`src/rtl/addsub_pkg.sv`:
```
// Shared types and helpers for the digit-serial signed adder/subtractor.
// FSM state encoding, op codes and the signed-overflow decode.
package addsub_pkg;

   typedef enum logic [1:0] {
      IDLE = 2'd0,
      BUSY = 2'd1,
      DONE = 2'd2
   } addsub_state_e;

   localparam logic OP_ADD = 1'b0;
   localparam logic OP_SUB = 1'b1;

   // Exact result disagrees with its WIDTH-bit truncation when the top two bits differ.
   function automatic logic ovf_signed(input logic msb_ext, input logic msb);
      return msb_ext ^ msb;
   endfunction

endpackage

```
`src/rtl/addsub_digit.sv`:
```
// Combinational DIGIT-bit ripple-carry slice, reused every cycle by the serial unit.
// Zero latency; no handshake, purely combinational.
module addsub_digit #(
   parameter int DIGIT = 2
) (
   input  logic [DIGIT-1:0] x,
   input  logic [DIGIT-1:0] y,
   input  logic             cin,
   output logic [DIGIT-1:0] sum,
   output logic             cout
);

   logic c;

   always_comb begin
      c   = cin;
      sum = '0;
      for (int i = 0; i < DIGIT; i++) begin
         sum[i] = x[i] ^ y[i] ^ c;
         c      = (x[i] & y[i]) | (c & (x[i] ^ y[i]));
      end
      cout = c;
   end

endmodule

```
`src/rtl/addsub_serial.sv`:
```
// Digit-serial signed add/sub producing an exact WIDTH+1-bit result; latency WIDTH/DIGIT cycles.
// Accepts only in IDLE; out_ready low holds DONE and all outputs stable indefinitely.
module addsub_serial
   import addsub_pkg::*;
#(
   parameter int WIDTH = 8,
   parameter int DIGIT = 2
) (
   input  logic             clk,
   input  logic             rst,
   input  logic             in_valid,
   output logic             in_ready,
   input  logic [WIDTH-1:0] a,
   input  logic [WIDTH-1:0] b,
   input  logic             op,
   output logic             out_valid,
   input  logic             out_ready,
   output logic [WIDTH:0]   result,
   output logic             overflow,
   output logic             zero
);

   localparam int N  = WIDTH / DIGIT;
   localparam int CW = $clog2(N + 1);

   if (WIDTH < 2 || DIGIT < 1 || DIGIT > WIDTH || (WIDTH % DIGIT) != 0) begin : g_param_check
      $error("addsub_serial: illegal WIDTH/DIGIT combination");
   end

   addsub_state_e    state_q, state_d;
   logic [WIDTH-1:0] a_sh, b_sh;
   logic             carry_q;
   logic [CW-1:0]    cnt_q;
   logic [WIDTH:0]   res_q;
   logic             ovf_q, zero_q;

   logic [DIGIT-1:0] dsum;
   logic             dcout;
   logic             last_digit;
   logic [WIDTH-1:0] res_lo_next;
   logic [WIDTH:0]   res_next;

   addsub_digit #(.DIGIT(DIGIT)) u_digit (
      .x    (a_sh[DIGIT-1:0]),
      .y    (b_sh[DIGIT-1:0]),
      .cin  (carry_q),
      .sum  (dsum),
      .cout (dcout)
   );

   assign last_digit = (cnt_q == CW'(N - 1));

   // Operands shift down so the current digit is always at the bottom; result bits
   // shift in from the top, so after N digits digit k sits at [k*DIGIT +: DIGIT].
   assign res_lo_next = (res_q[WIDTH-1:0] >> DIGIT) | (WIDTH'(dsum) << (WIDTH - DIGIT));
   // On the last digit the bottom of a_sh/b_sh holds the operand sign bits.
   assign res_next    = {a_sh[DIGIT-1] ^ b_sh[DIGIT-1] ^ dcout, res_lo_next};

   always_ff @(posedge clk) begin
      if (rst) state_q <= IDLE;
      else     state_q <= state_d;
   end

   always_comb begin
      state_d   = state_q;
      in_ready  = 1'b0;
      out_valid = 1'b0;
      case (state_q)
         IDLE: begin
            in_ready = 1'b1;
            if (in_valid) state_d = BUSY;
         end
         BUSY: begin
            if (last_digit) state_d = DONE;
         end
         DONE: begin
            out_valid = 1'b1;
            if (out_ready) state_d = IDLE;
         end
         default: state_d = IDLE;
      endcase
   end

   always_ff @(posedge clk) begin
      if (rst) begin
         a_sh    <= '0;
         b_sh    <= '0;
         carry_q <= 1'b0;
         cnt_q   <= '0;
         res_q   <= '0;
         ovf_q   <= 1'b0;
         zero_q  <= 1'b0;
      end else begin
         case (state_q)
            IDLE: begin
               if (in_valid) begin
                  a_sh    <= a;
                  b_sh    <= (op == OP_SUB) ? ~b : b;
                  carry_q <= (op == OP_SUB);
                  cnt_q   <= '0;
               end
            end
            BUSY: begin
               a_sh    <= a_sh >> DIGIT;
               b_sh    <= b_sh >> DIGIT;
               carry_q <= dcout;
               cnt_q   <= cnt_q + CW'(1);
               res_q   <= res_next;
               if (last_digit) begin
                  ovf_q  <= ovf_signed(res_next[WIDTH], res_next[WIDTH-1]);
                  zero_q <= (res_next == '0);
               end
            end
            default: ;
         endcase
      end
   end

   assign result   = res_q;
   assign overflow = ovf_q;
   assign zero     = zero_q;

endmodule

```
`config.mk`:
```
export PLATFORM = sky130hd
export DESIGN_NAME = addsub_serial
export DESIGN_NICKNAME = d
export VERILOG_FILES = /design/src/rtl/addsub_pkg.sv /design/src/rtl/addsub_digit.sv /design/src/rtl/addsub_serial.sv
export SDC_FILE = /design/constraint.sdc
export NUM_CORES = 1
export LEC_CHECK = 0
export BUFFER_PORTS_ARGS = -buffer_cell sky130_fd_sc_hd__buf_4
export CAP_MARGIN = 20
export CORE_ASPECT_RATIO = 0.6
export CORE_UTILIZATION = 32
export DETAILED_ROUTE_END_ITERATION = 8
export GPL_ROUTABILITY_DRIVEN = 1
export GPL_TIMING_DRIVEN = 0
export SLEW_MARGIN = 15
export SYNTH_ARGS = -nofsm -noshare
export SYNTH_HDL_FRONTEND = slang
export SYNTH_HIERARCHICAL = 1
export SYNTH_SLANG_ARGS = --single-unit
export TNS_END_PERCENT = 10
```
`constraint.sdc`:
```
create_clock -name clk -period 2.15 [get_ports clk]
set_input_delay 0.1075 -clock clk [delete_from_list [all_inputs] [get_ports clk]]
set_output_delay 0.1075 -clock clk [all_outputs]
set_load 0.01 [all_outputs]
```
# == Yosys cells after proc, flatten, opt, wreduce, memory -nomap -nowiden ==
# Cells that the tools add are included.
# word_totals
mem_count,0
mem_bits_ro,0
ff_bits,33
input_bits,21
latchBits,0
ramBits,0
word_cells,50
# op_classes
mux,15
add_sub_neg,1
bitwise,14
mul,0
n_reduce_logical,6
eq_ne,6
n_shift,0
div,0
n_lt_le_gt_ge,0
# ops
operator,count
$pmux 8 s2,2
$mux 8,3
$logic_not 9->1,1
$not 8->8,1
$or 6x8->8,1
$mux 2,3
$ne 2x2->1 const B,3
$pmux 2 s3,1
$pmux 3 s2,1
$xor 1x1->1,6
$and 1x1->1,4
$reduce_and 2->1,2
$add 3x1->3 const B,1
$eq 3x2->1 const B,1
$mux 1,3
$mux 3,1
$reduce_and 3->1,1
$eq 2x1->1 const B,1
$eq 2x2->1 const B,1
$logic_not 2->1,1
$or 1x1->1,2
$pmux 1 s2,1
$reduce_bool 2->1,1

# == Logic depth before layout (Yosys ltp) ==
# depth
word_depth,7
depth_mapped,8
depth_no_buf,8

# == Hierarchy ==
# Netlist, hierarchy kept.
# by_module_without_submodules
module,cells_each,area_each_um2,instances
addsub_serial,197,1552.7,1
addsub_digit,10,70.1,1

# == Least setup slack after synthesis ==
# Ideal clock, no wire load.
# synth_path
kind,register -> register
from,reg b_sh[0]
to,"reg ovf_q, in the netlist overflow"
arrival_ns,1.834
t_required_ns,2.059
stages_incl_launch_ff,9
synth_period_minus_slack_ns,1.925
n_path_buf,0
path_slack_ns,0.225
path_cell_list,dfxtp_1 -> inv_1 -> fa_1 -> fa_1 -> inv_1 -> xnor2_1 -> xnor2_2 -> xnor2_1 -> a311oi_1
# synth_via
elab_chain_cells,7
elab_cells_between_ends,10
classes_between,bitwise (10)
# synth_rtl
element,line_no,rtl
start: declaration,addsub_serial.sv:31,"logic [WIDTH-1:0] a_sh, b_sh;"
start signal: assignment,addsub_serial.sv:98,b_sh <= (op == OP_SUB) ? ~b : b;
start signal: assignment,addsub_serial.sv:105,b_sh <= b_sh >> DIGIT;
$xor 1x1->1,addsub_digit.sv:20,c = (x[i] & y[i]) | (c & (x[i] ^ y[i]));
$and 1x1->1,addsub_digit.sv:20,
$or 1x1->1 (*),addsub_digit.sv:20,
$and 1x1->1 (*),addsub_digit.sv:20,
$or 1x1->1 (*),addsub_digit.sv:20,
named net dcout,addsub_serial.sv:38,logic dcout;
$xor 1x1->1 (*),addsub_serial.sv:57,"assign res_next = {a_sh[DIGIT-1] ^ b_sh[DIGIT-1] ^ dcout, res_lo_next};"
$xor 1x1->1 (*),addsub_pkg.sv:16,return msb_ext ^ msb;
end signal: assignment,addsub_serial.sv:110,"ovf_q <= ovf_signed(res_next[WIDTH], res_next[WIDTH-1]);"
end: declaration,addsub_serial.sv:35,"logic ovf_q, zero_q;"
# Mark *: on every way through the listed nets, which the timed path passes. The rest lies on a longest branch.
# A chain may end at the register's enable or synchronous reset.

# == Worst setup path in the final report ==
# Ends and elaborated chain as after synthesis.

==> impl_metrics.json <==
{
  "drc": 0,
  "ys_types": 28,
  "grt_max_degree": 11,
  "path_common_cell": "xnor2_2",
  "reg2reg_setup_slack_ns": 0.13,
  "clkLatencyLatePin_ns": 0.28,
  "period_needed_ns": 2.02,
  "start_util_pct": 34.3,
  "die_h_um": 57.2,
  "min_path_type": "primary input to flip-flop",
  "fmax_ghz": 0.494,
  "gp_congestion": 0.752,
  "cts_buffer_depth": 2,
  "ys_seq_area_share_pct": 40.7,
  "crit_type": "flip-flop to flip-flop",
  "final_area_um2": 2040,
  "avgViaCountPerCell": 4.69,
  "p_leak_uw": 0.000866,
  "synth-seq-cells": 33,
  "postCtsSetupBuffers": 0,
  "final_common_cell": "buf_4",
  "gr-total-overflow": 0,
  "drv_cap": 0,
  "critPathCaptureType": "flip-flop",
  "cp_max_fo": 3,
  "htree_num_levels": 2,
  "cts.sinks": 33,
  "cp.arrival_ns": 2.22,
  "place_hpwl_mm": 2.88,
  "cts_hold_buffers": 0,
  "max-slew-margin-rel_pct": 63.2,
  "hold_viol": 0,
  "nFillCells": 503,
  "drt-total-wl_mm": 3.97,
  "drtIter0Drc": 75,
  "wire_per_inst_um": 12.9,
  "fin_crit_sh_pct": 94.1,
  "rows": 19,
  "place_area_um2": 1930,
  "cp_cell_sequence": "inv_1, fa_1, fa_2, inv_2, xnor2_1, xnor2_2, xnor2_2, a311oi_2",
  "grt_antenna_before_repair": 0,
  "die_area_um2": 5370,
  "first_pass_iters": 4,
  "vias": 1444,
  "start_kind": "flip-flop",
  "area_delta_synth_final_pct": 25.7,
  "synth_area_um2": 1620,
  "nets": 270,
  "vdd_ir_drop_max_mv": 0.310,
  "drive_above_1_share_pct": 24.1,
  "grt_pass1_wl_mm": 6.44,
  "clkSlewWorstSetupHoldPaths_ns": 0.07,
  "ant_nets": 0,
  "crit_slowest_cell": "fa_1",
  "io_pins": 34,
  "synth_cells": 207,
  "setup_viol": 0,
  "grt_pass1_vias": 1303,
  "syn_nets": 232,
  "antennaDiodeCount": 0,
  "rsz0062_at_grt": "no",
  "outcome": "complete, no violations",
  "drv_slew": 0,
  "slowest_delay_ns": 0.43,
  "tns_ns": 0,
  "grtUsageTotal_pct": 16.2,
  "worst_pin_slew_ns": 0.552,
  "critPathRequiredTime_ns": 2.34,
  "synth_warnings": 6,
  "cts_tree": "built",
  "clockRootBuffer": "clkbuf_8",
  "crit_buf_inv": 2,
  "multi_input_area_um2": 836,
  "port_buffers": 31,
  "coreArea_um2": 4730,
  "crit_family": "adder cells",
  "final_cell_mix": "buf_4 (37), nor2_1 (33), dfxtp_1 (31), nand2_1 (25), a21oi_1 (21)",
  "skew_ns": 0.00385,
  "avgSynthCellArea_um2": 7.84,
  "powerDensity_nw_per_um2": 705,
  "cts_made_buffers": 5,
  "die_w_um": 93.9,
  "regArea_um2": 663
}
==> synthesized netlist by cell type <==
cell,count,area (um2)
xnor2_1,2,17.5
inv_1,11,41.3
o31ai_1,1,7.51
fa_1,2,40.0
buf_4,6,45.0
o21ai_0,6,30.0
nand3_1,1,5.00
nand2_1,25,93.8
a22oi_1,11,82.6
o221a_2,2,22.5
ha_1,2,25.0
nor2_1,33,124
buf_2,6,30.0
nor4_1,1,6.26
nor2b_1,14,87.6
a311oi_1,1,8.76
nor3_1,6,30.0
a211oi_1,1,7.51
xnor2_2,1,16.3
nand3b_1,1,7.51
xor2_1,8,70.1
clkbuf_1,7,26.3
dfxtp_1,33,661
o21bai_1,1,7.51
a21oi_1,21,105
and2_1,1,6.26
nand2b_1,2,12.5
nor2_2,1,6.26
==> flip-flops by register name (all words and copies together), names as in the netlist <==
register  flops
b_sh          8
cnt_q         3
result        9
overflow      1
a_sh          8
carry_q       1
state_q       2
zero          1
==> worst min-delay path, cell delays in order <==
cell     delay [ns]
buf_4          0.08
a22oi_1        0.05
nor2_1         0.07
==> final timing paths <==
| path | startpoint | endpoint | cells after the start |
|---|---|---|---|
| worst min register to register | result[0] | result[0] | 2 |
| worst max register to register | b_sh[0] | overflow | 8 |
| worst max-delay path | b_sh[0] | overflow | 8 |
| worst min-delay path | a[6] | a_sh[6] | 3 |
==> cells by family after synthesis <==
group,share of synthesized area (%)
xor+xnor,6.40
compound gates,16.7
buf+inv,8.79
flops,40.7
simple gates,23.4
fa+ha+maj,4.01
==> through the flow <==
step / power (uW) / hold slack, ns / instances / worst slack (ns) / util (%)
detailed placement: 956 / 0.352 / 301 / 0.0679 / 40.9
global route: 1510 / 0.0984 / 308 / 0.0207 / 43.1
finish: 1440 / 0.0554 / 308 / 0.128 / 43.1
floorplan: 865 / 0.256 / 207 / 0.225 / -
CTS: 1440 / 0.0526 / 308 / 0.0260 / 42.7
global placement: 955 / 0.349 / 301 / 0.0246 / 40.9
==> metal layers <==
layer / part of all wire [%] / GRT usage (%) / wire length (um) / vias to the layer above
li1: - / - / - / 742
met1: 55 / 24.4 / 2190 / 664
met2: 38 / 22.0 / 1530 / 32
met3: 5.0 / 4.13 / 200 / 6
met4: 1.5 / 5.93 / 59 / 0
met5: 0 / 0 / 0 / -
==> power breakdown <==
group	switching (uW)	total, uW	internal, uW
Combinational	153	281	128
Clock	226	480	254
Sequential	26.8	676	649
==> area by class of cell <==
type / instances / share of cell area (%)
Tap cell: 63 / 3.87
Multi-Input combinational cell: 144 / 41.0
Clock buffer: 7 / 4.23
Buffer: 19 / 4.97
Sequential cell: 33 / 32.5
Inverter: 11 / 2.02
Timing Repair Buffer: 31 / 11.4
==> repair_timing <==
| item | in CTS | in global routing |
|---|---|---|
| endpoints found under the setup margin | 0 | 1 |
| resized for setup | 0 | 6 |
| endpoints found under the hold margin | 0 | 0 |
Note: power is estimated with default switching activity, not from simulation.
